[config.mk]
export PLATFORM = sky130hd
export DESIGN_NAME = imm_arb
export DESIGN_NICKNAME = d
export VERILOG_FILES = /design/src/rtl/imm_arb_pkg.sv /design/src/rtl/rr_arb2.sv /design/src/rtl/imm_arb.sv
export SDC_FILE = /design/constraint.sdc
export NUM_CORES = 1
export LEC_CHECK = 0
export BUFFER_PORTS_ARGS = -buffer_cell sky130_fd_sc_hd__buf_2
export CAP_MARGIN = 20
export CORE_MARGIN = 4
export CORE_UTILIZATION = 56
export CTS_BUF_LIST = sky130_fd_sc_hd__clkbuf_16
export DETAILED_ROUTE_END_ITERATION = 10
export PLACE_DENSITY = 0.84
export SYNTH_ARGS = -nofsm -noshare
export SYNTH_HDL_FRONTEND = slang
export SYNTH_SLANG_ARGS = --single-unit
[constraint.sdc]
create_clock -name clk -period 2.5 [get_ports clk]
set_input_delay 0.25 -clock clk [delete_from_list [all_inputs] [get_ports clk]]
set_output_delay 0.25 -clock clk [all_outputs]
set_load 0.01 [all_outputs]
[src/rtl/imm_arb_pkg.sv]
// imm_arb_pkg: shared definitions for the immediate arbiter/sequencer.
//   - state_t   : sequencer FSM encoding (IDLE=0, EXT=1, NEG=2, RESP=3, CHK=4)
//   - IMM_W_DEF : default immediate width
//   - DATA_W_DEF: default result width
//   - sext()    : sign-extend the low w bits of a value to SEXT_W bits
// CHK is only reached when the design is built with IMM_ARB_SELF_CHECK_EN.
package imm_arb_pkg;

    localparam int IMM_W_DEF  = 12;
    localparam int DATA_W_DEF = 32;
    // Working width of sext(); callers truncate the result to their DATA_W.
    localparam int SEXT_W     = 64;

    typedef enum logic [2:0] {
        IDLE = 3'd0,
        EXT  = 3'd1,
        NEG  = 3'd2,
        RESP = 3'd3,
        CHK  = 3'd4
    } state_t;

    // Bit w-1 of v is the sign; every bit at or above w takes its value.
    // Done with masks so the sign position needs no variable bit-select.
    function automatic logic [SEXT_W-1:0] sext(input logic [SEXT_W-1:0] v,
                                               input int unsigned        w);
        logic [SEXT_W-1:0] hi_mask;
        logic              sign;
        hi_mask = {SEXT_W{1'b1}} << w;
        sign    = |(v & (SEXT_W'(1) << (w - 1)));
        return sign ? (v | hi_mask) : (v & ~hi_mask);
    endfunction

endpackage

[src/rtl/rr_arb2.sv]
// rr_arb2: two-input round-robin grant.
//   valid0, valid1 : request lines
//   accept         : arbiter may grant this cycle (sequencer idle)
//   last_in        : index granted most recently
//   grant          : index of the winner (meaningful when gnt_valid)
//   gnt_valid      : a grant is issued this cycle
// A lone requester always wins; on contention the one that was not last wins.
// Purely combinational; the last pointer lives in the instantiating block.
module rr_arb2 import imm_arb_pkg::*; (
    input  logic valid0,
    input  logic valid1,
    input  logic accept,
    input  logic last_in,
    output logic grant,
    output logic gnt_valid
);

    // NOTE: every output is assigned on every path, so no latch can be inferred.
    always_comb begin
        grant     = (valid0 && valid1) ? ~last_in : valid1;
        gnt_valid = accept && (valid0 || valid1);
    end

endmodule

[src/rtl/imm_arb.sv]
// imm_arb: two-requester round-robin arbiter in front of a shared
// sign-extend / negate datapath, answering on a single tagged response channel.
//   clk, rst                     : clock, synchronous active-high reset
//   req{0,1}_valid/ready         : request handshake (ready is combinational)
//   req{0,1}_imm, req{0,1}_neg   : immediate and "return negated" flag
//   rsp_valid/ready              : response handshake
//   rsp_data, rsp_id             : result and index of the answered requester
//   busy                         : high whenever the sequencer is not IDLE
//   chk_err                      : only with IMM_ARB_SELF_CHECK_EN; set when
//                                  sext(imm) + negated result is non-zero
// Optional build macro: IMM_ARB_SELF_CHECK_EN (adds CHK state and chk_err).
module imm_arb import imm_arb_pkg::*; #(
    parameter int IMM_W  = IMM_W_DEF,
    parameter int DATA_W = DATA_W_DEF
) (
    input  logic              clk,
    input  logic              rst,
    input  logic              req0_valid,
    output logic              req0_ready,
    input  logic [IMM_W-1:0]  req0_imm,
    input  logic              req0_neg,
    input  logic              req1_valid,
    output logic              req1_ready,
    input  logic [IMM_W-1:0]  req1_imm,
    input  logic              req1_neg,
    output logic              rsp_valid,
    input  logic              rsp_ready,
    output logic [DATA_W-1:0] rsp_data,
    output logic              rsp_id,
`ifdef IMM_ARB_SELF_CHECK_EN
    output logic              chk_err,
`endif
    output logic              busy
);

    state_t             state;
    logic               last;
    logic               grant;
    logic               gnt_valid;
    logic [IMM_W-1:0]   imm_q;
    logic               neg_q;
    logic               id_q;
    logic [DATA_W-1:0]  acc;
    logic [DATA_W-1:0]  imm_ext;

    assign imm_ext = DATA_W'(sext(SEXT_W'(imm_q), IMM_W));

    rr_arb2 u_arb (
        .valid0    (req0_valid),
        .valid1    (req1_valid),
        .accept    (state == IDLE),
        .last_in   (last),
        .grant     (grant),
        .gnt_valid (gnt_valid)
    );

    // A grant only exists while IDLE, so ready doubles as the accept strobe.
    assign req0_ready = gnt_valid && !grant;
    assign req1_ready = gnt_valid &&  grant;

    // NOTE: sequential state uses non-blocking assignments only, so every
    // register samples pre-edge values regardless of statement order.
    always_ff @(posedge clk) begin
        if (rst) begin
            state     <= IDLE;
            last      <= 1'b1;
            rsp_valid <= 1'b0;
            rsp_data  <= '0;
            rsp_id    <= 1'b0;
            busy      <= 1'b0;
`ifdef IMM_ARB_SELF_CHECK_EN
            chk_err   <= 1'b0;
`endif
        end else begin
            case (state)
                IDLE: begin
                    if (gnt_valid) begin
                        last  <= grant;
                        state <= EXT;
                        busy  <= 1'b1;
                    end
                end
                EXT: begin
                    state <= neg_q ? NEG : RESP;
`ifdef IMM_ARB_SELF_CHECK_EN
                    // Plain requests never visit CHK; report them clean.
                    chk_err <= 1'b0;
`endif
                end
                NEG: begin
`ifdef IMM_ARB_SELF_CHECK_EN
                    state <= CHK;
`else
                    state <= RESP;
`endif
                end
`ifdef IMM_ARB_SELF_CHECK_EN
                CHK: begin
                    // x + (-x) must wrap to zero for a correct negation.
                    chk_err <= (imm_ext + acc) != '0;
                    state   <= RESP;
                end
`endif
                RESP: begin
                    // First RESP cycle loads the response registers; they then
                    // hold until the consumer takes them.
                    if (!rsp_valid) begin
                        rsp_valid <= 1'b1;
                        rsp_data  <= acc;
                        rsp_id    <= id_q;
                    end else if (rsp_ready) begin
                        rsp_valid <= 1'b0;
                        state     <= IDLE;
                        busy      <= 1'b0;
                    end
                end
                default: begin
                    state <= IDLE;
                    busy  <= 1'b0;
                end
            endcase
        end
    end

    // NOTE: datapath registers carry no reset; they are always written before
    // being read, and a dropped request simply leaves stale, unused contents.
    always_ff @(posedge clk) begin
        if (gnt_valid) begin
            imm_q <= grant ? req1_imm : req0_imm;
            neg_q <= grant ? req1_neg : req0_neg;
            id_q  <= grant;
        end
        if (state == EXT) begin
            acc <= imm_ext;
        end else if (state == NEG) begin
            acc <= ~acc + DATA_W'(1);
        end
    end

endmodule

* Yosys cells after proc, flatten, opt, wreduce, memory -nomap -nowiden *
Cells that the tools add are included.

word-level totals
  register bits = 85
  bits in latches = 0
  memory bits (writable) = 0
  memory bits (read-only) = 0
  input port bits = 31
  output and inout port bits = 37
  word-level logic and storage cells = 51
  memories = 0

cells by class
  add/subtract/negate cells = 1
  $mul = 0
  div/mod/pow operators = 0
  $lt $le $gt $ge = 0
  equal/unequal tests = 6
  shift operators = 0
  mux-type cells = 17
  bitwise gates (word level) = 4
  reduce and logical (&&, ||, !) cells = 13

operator list
  operator               number
  $mux 32                3
  $add 32x1->32 const B  1
  $not 32->32            1
  $mux 12                1
  $pmux 3 s4             1
  $mux 3                 3
  $mux 1                 8
  $eq 3x2->1 const B     2
  $ne 2x2->1 const B     3
  $logic_and 1x1->1      4
  $reduce_and 2->1       2
  $reduce_and 4->1       1
  $eq 3x1->1 const B     1
  $logic_not 3->1        1
  $not 1->1              3
  $pmux 1 s3             1
  $reduce_and 3->1       1
  $reduce_bool 2->1      1
  $reduce_or 2->1        1
  $logic_not 1->1        1
  $logic_or 1x1->1       1

* Longest topological paths before layout *
  depth in word-level cells = 4
  depth in mapped cells = 7
  mapped depth without buffers = 6

* Modules after synthesis *
Synthesis repeated with hierarchy kept, for this count alone.

unflattened totals
  cells, all modules = 407
  area total of the unflattened synthesis = 4058.9 sq um

modules (own cells, without submodules)
  module   times used  cells each  area an instance (sq um)  seq. area each (sq um)
  imm_arb  1           405         4040.1                    2142.1
  rr_arb2  1           2           18.8                      0.0

* Worst setup path before layout *
OpenSTA, ideal clock, no wires.

  path type = flip-flop to flip-flop
  start point = register acc[25]
  end point = register acc[28], data pin
  library setup time = 0.136 ns
  data arrival time = 1.841 ns
  required time = 2.364 ns
  slack = 0.523 ns
  stages on the path, launching flop included = 5
  buffers on the path = 0
  clock period less this slack = 1.977 ns
  cells stage by stage = edfxtp_1 > or3_4 > or4_4 > or4_1 > nand3_1

on the way
  word-level cells in the longest chain between the ends = 4

RTL lines
  what                    RTL line        source
  start, declared         imm_arb.sv:43   logic [DATA_W-1:0] acc;
  start signal, assigned  imm_arb.sv:134  acc <= imm_ext;
  start signal, assigned  imm_arb.sv:136  acc <= ~acc + DATA_W'(1);
  $not 32->32             imm_arb.sv:136
  $add 32x1->32           imm_arb.sv:136
  $mux 32                 imm_arb.sv:135  end else if (state == NEG) begin
  $mux 32                 imm_arb.sv:133  if (state == EXT) begin

No other way between the ends. The select of a mux whose other input is x is not followed.
A chain may end at the register's enable or synchronous reset.

* Worst setup path in the final report *
  start point = register acc[7]
  end point = register acc[29], data pin

Same word-level chain as after synthesis.

==> results.sh <==
export IMPL_status="finished clean"
export IMPL_nets=497
export IMPL_start_util_pct=58.3
export IMPL_finalWirelength_mm=8.89
export IMPL_vias=3219
export IMPL_clock_latency_ns=0.34
export IMPL_fp_dieW_um=92.8
export IMPL_clock_sinks=84
export IMPL_cts_setup_buffers=0
export IMPL_yosysTopAreaCell="edfxtp_1"
export IMPL_drt_wirelength_per_cell_um=15.9
export IMPL_synthCells=400
export IMPL_cts_resized=0
export IMPL_max_stage_delay_ns=0.52
export IMPL_clock_path_buffers=2
export IMPL_ctsHoldBuffers=0
export IMPL_synth_seq_area_share_pct=53.2
export IMPL_arrival_ns=2.39
export IMPL_yosysMostFrequentCell="nand2_1"
export IMPL_cts_root_buf="clkbuf_16"
export IMPL_synth_area_leaders="edfxtp_1 34%, dfxtp_1 19%, nand2_1 7.5%, a21oi_1 4.2%, mux2_2 3.9%"
export IMPL_fmax_ghz=0.447
export IMPL_drt_iter0_markers=189
export IMPL_syn_cell_area_sq_um=4030
export IMPL_worstMarginPinSlew_ns=0.683
export IMPL_p_int_mw=3.68
export IMPL_gr_usage_all_layers_pct=21.4
export IMPL_combPwrFrac_pct=30.1
export IMPL_clkPwrFrac_pct=23.3
export IMPL_grt_pass1_wl_mm=14.6
export IMPL_ant_nets=0
export IMPL_hold_viol=0
export IMPL_maxSlewHeadroom_pct=54.5
export IMPL_finalNonFillerCells=560
export IMPL_syn_avg_cell_area_sq_um=10.1
export IMPL_utilization_pct=68.7
export IMPL_dp_final_hpwl_mm=6.02
export IMPL_min_period_ns=2.24
export IMPL_core_sq_um=6910
export IMPL_gp_routability_congestion=0.836
export IMPL_power_total_mw=5.80
export IMPL_cts_inserted_buffers=9
export IMPL_yosys_area_top_type_share_pct=34.3
export IMPL_die_h_um=92.8
export IMPL_path_clk_slew_ns=0.07
export IMPL_dp_cells=544
export IMPL_synth_fp_nets=438
export IMPL_rows=30
export IMPL_vdd_drop_max_mv=1.05
export IMPL_yosys_warnings=0
export IMPL_synthArstFlopShare_pct=0
export IMPL_grt_pass1_vias=3101
export IMPL_swShare_pct=36.6
export IMPL_pin_count=68
export IMPL_fin_hold_ws_ns=0.208
export IMPL_leakage_nw=1.80
export IMPL_numPortBuffers=67
export IMPL_cts_tree="built"
export IMPL_dieArea_sq_um=8610
export IMPL_ys_ff_latch=84
export IMPL_cp_start_kind="flip-flop"
export IMPL_grt_max_degree=39
export IMPL_setup_tns_ns=0
export IMPL_synth_distinct_cells=48
export IMPL_rsz0062_at_grt="no"
export IMPL_period_share_pct=89.6
export IMPL_rr_worst_depth=4
export IMPL_insertedDiodeCount=0
export IMPL_netSwitchingPower_mw=2.12
export IMPL_maxSlewViolCount=0
export IMPL_path_cells="nor4_2 > nand3_1 > o31a_1 > o31ai_1"
export IMPL_final_setup_viol_count=0
export IMPL_crit_required_ns=2.65
export IMPL_antenna_found_initial=0
export IMPL_crit_fanout=11
export IMPL_pwr_share_seq_pct=46.7
export IMPL_synth_top_flop_cell="edfxtp_1"
export IMPL_drc=0
export IMPL_fin_skew_ns=0.0105
export IMPL_synth_edff_count=46
export IMPL_hold_path_class="in -> reg"
export IMPL_min_path_cells=2
export IMPL_yosys_top_cells_count="80 x nand2_1, 46 x edfxtp_1, 38 x dfxtp_1"
export IMPL_viasPerCell=5.75
export IMPL_drt_pre_antenna_iters=5
export IMPL_endpoint_kind="flip-flop"
export IMPL_critPathKind="reg -> reg"
export IMPL_grt_overflow=0
export IMPL_drive_gt1_share_pct=25.4
export IMPL_drv_cap=0
export IMPL_crit_slowest_cell="edfxtp_1"
export IMPL_areaGrowthSynthToFinish_pct=17.8
export IMPL_power_density_nw_per_um2=1220
export IMPL_ctsHtreeMaxLevel=3
[metal layers]
metal | global-route usage [%] | routed length [um]
met1 | 28.0 | 3840
met2 | 35.4 | 4360
met3 | 3.49 | 548
met4 | 8.30 | 135
met5 | 0 | 0
[metrics by stage]
stage	instance area [sq um]	setup WS [ns]
2_1_floorplan	4030	0.523
3_3_place_gp	4440	0.423
3_5_place_dp	4440	0.333
4_1_cts	4740	0.269
5_1_grt	4740	0.0848
6_report	4740	0.261
[worst max-delay path, delay by kind of cell (launching register included)]
kind               cells  cell delay, ns
and+or+nand+nor        2            0.88
AOI/OAI and AO/OA      2            0.64
DFF                    1            0.52
[cell families after synthesis]
family | after synthesis | share of synthesized area, %
buffers and inverters | 32 | 3.11
AOI/OAI and AO/OA | 80 | 12.3
DFF | 84 | 53.2
adders and majority gates | 7 | 2.18
muxes | 17 | 4.66
and+or+nand+nor | 167 | 21.7
xor gates and xnor gates | 13 | 2.83
[final timing paths]
kind / to / slack [ns] / startpoint
hold / removal: imm_q[3] / 0.21 / req0_imm[3]
hold reg to reg: rsp_data[29] / 0.45 / rsp_data[29]
setup / recovery: acc[29] / 0.26 / acc[7]
setup reg to reg: acc[29] / 0.26 / acc[7]
[layout by cell type (no fill, tap or decap), types with 2 or more instances in the layout]
master / n
o211ai_1: 2
a211o_1: 5
nand4_1: 5
nand2_1: 80
ha_1: 7
or3_1: 4
or2_2: 3
buf_4: 8
edfxtp_1: 46
o31ai_1: 9
nor2b_1: 2
inv_6: 3
inv_1: 5
clkbuf_16: 9
a21oi_1: 34
nor3_2: 2
mux2_2: 14
nand2b_1: 6
and2_1: 2
xor2_1: 9
nand3_1: 8
xnor2_1: 4
o31a_1: 6
o21a_1: 2
dfxtp_1: 38
mux2i_1: 3
nor2_1: 17
nor4_4: 2
or4_1: 8
o41ai_1: 2
o21ai_0: 15
nor3_1: 6
nand4b_1: 3
nor4_1: 9
clkinv_4: 2
buf_2: 67
[registers in the layout, indices dropped and copies added, names as in the netlist]
| register | count |
|---|---|
| neg_q | 1 |
| rsp_data | 32 |
| imm_q | 12 |
| id_q | 1 |
| rsp_id | 1 |
| last | 1 |
| acc | 32 |
| rsp_valid | 1 |
| busy | 1 |
| state | 2 |
[layout make-up]
class	instances	area (sq um)
Clock buffer	9	225
Fill cell	559	2160
Clock inverter	7	81.3
Multi-Input combinational cell	284	1760
Inverter	5	18.8
Timing Repair Buffer	75	395
Tap cell	96	120
Sequential cell	84	2140
[power by group through the flow]
| stage | registers (mW) | clock network, mW | logic, mW |
|---|---|---|---|
| after detailed placement | 2.72 | 0 | 1.73 |
| after global placement | 2.67 | 0 | 1.66 |
| after global routing | 2.77 | 1.44 | 1.93 |
| final | 2.71 | 1.35 | 1.75 |
| after floorplan | 2.58 | 0 | 1.30 |
| after CTS | 2.70 | 1.37 | 1.75 |
Note: power is estimated with default switching activity, not from simulation.
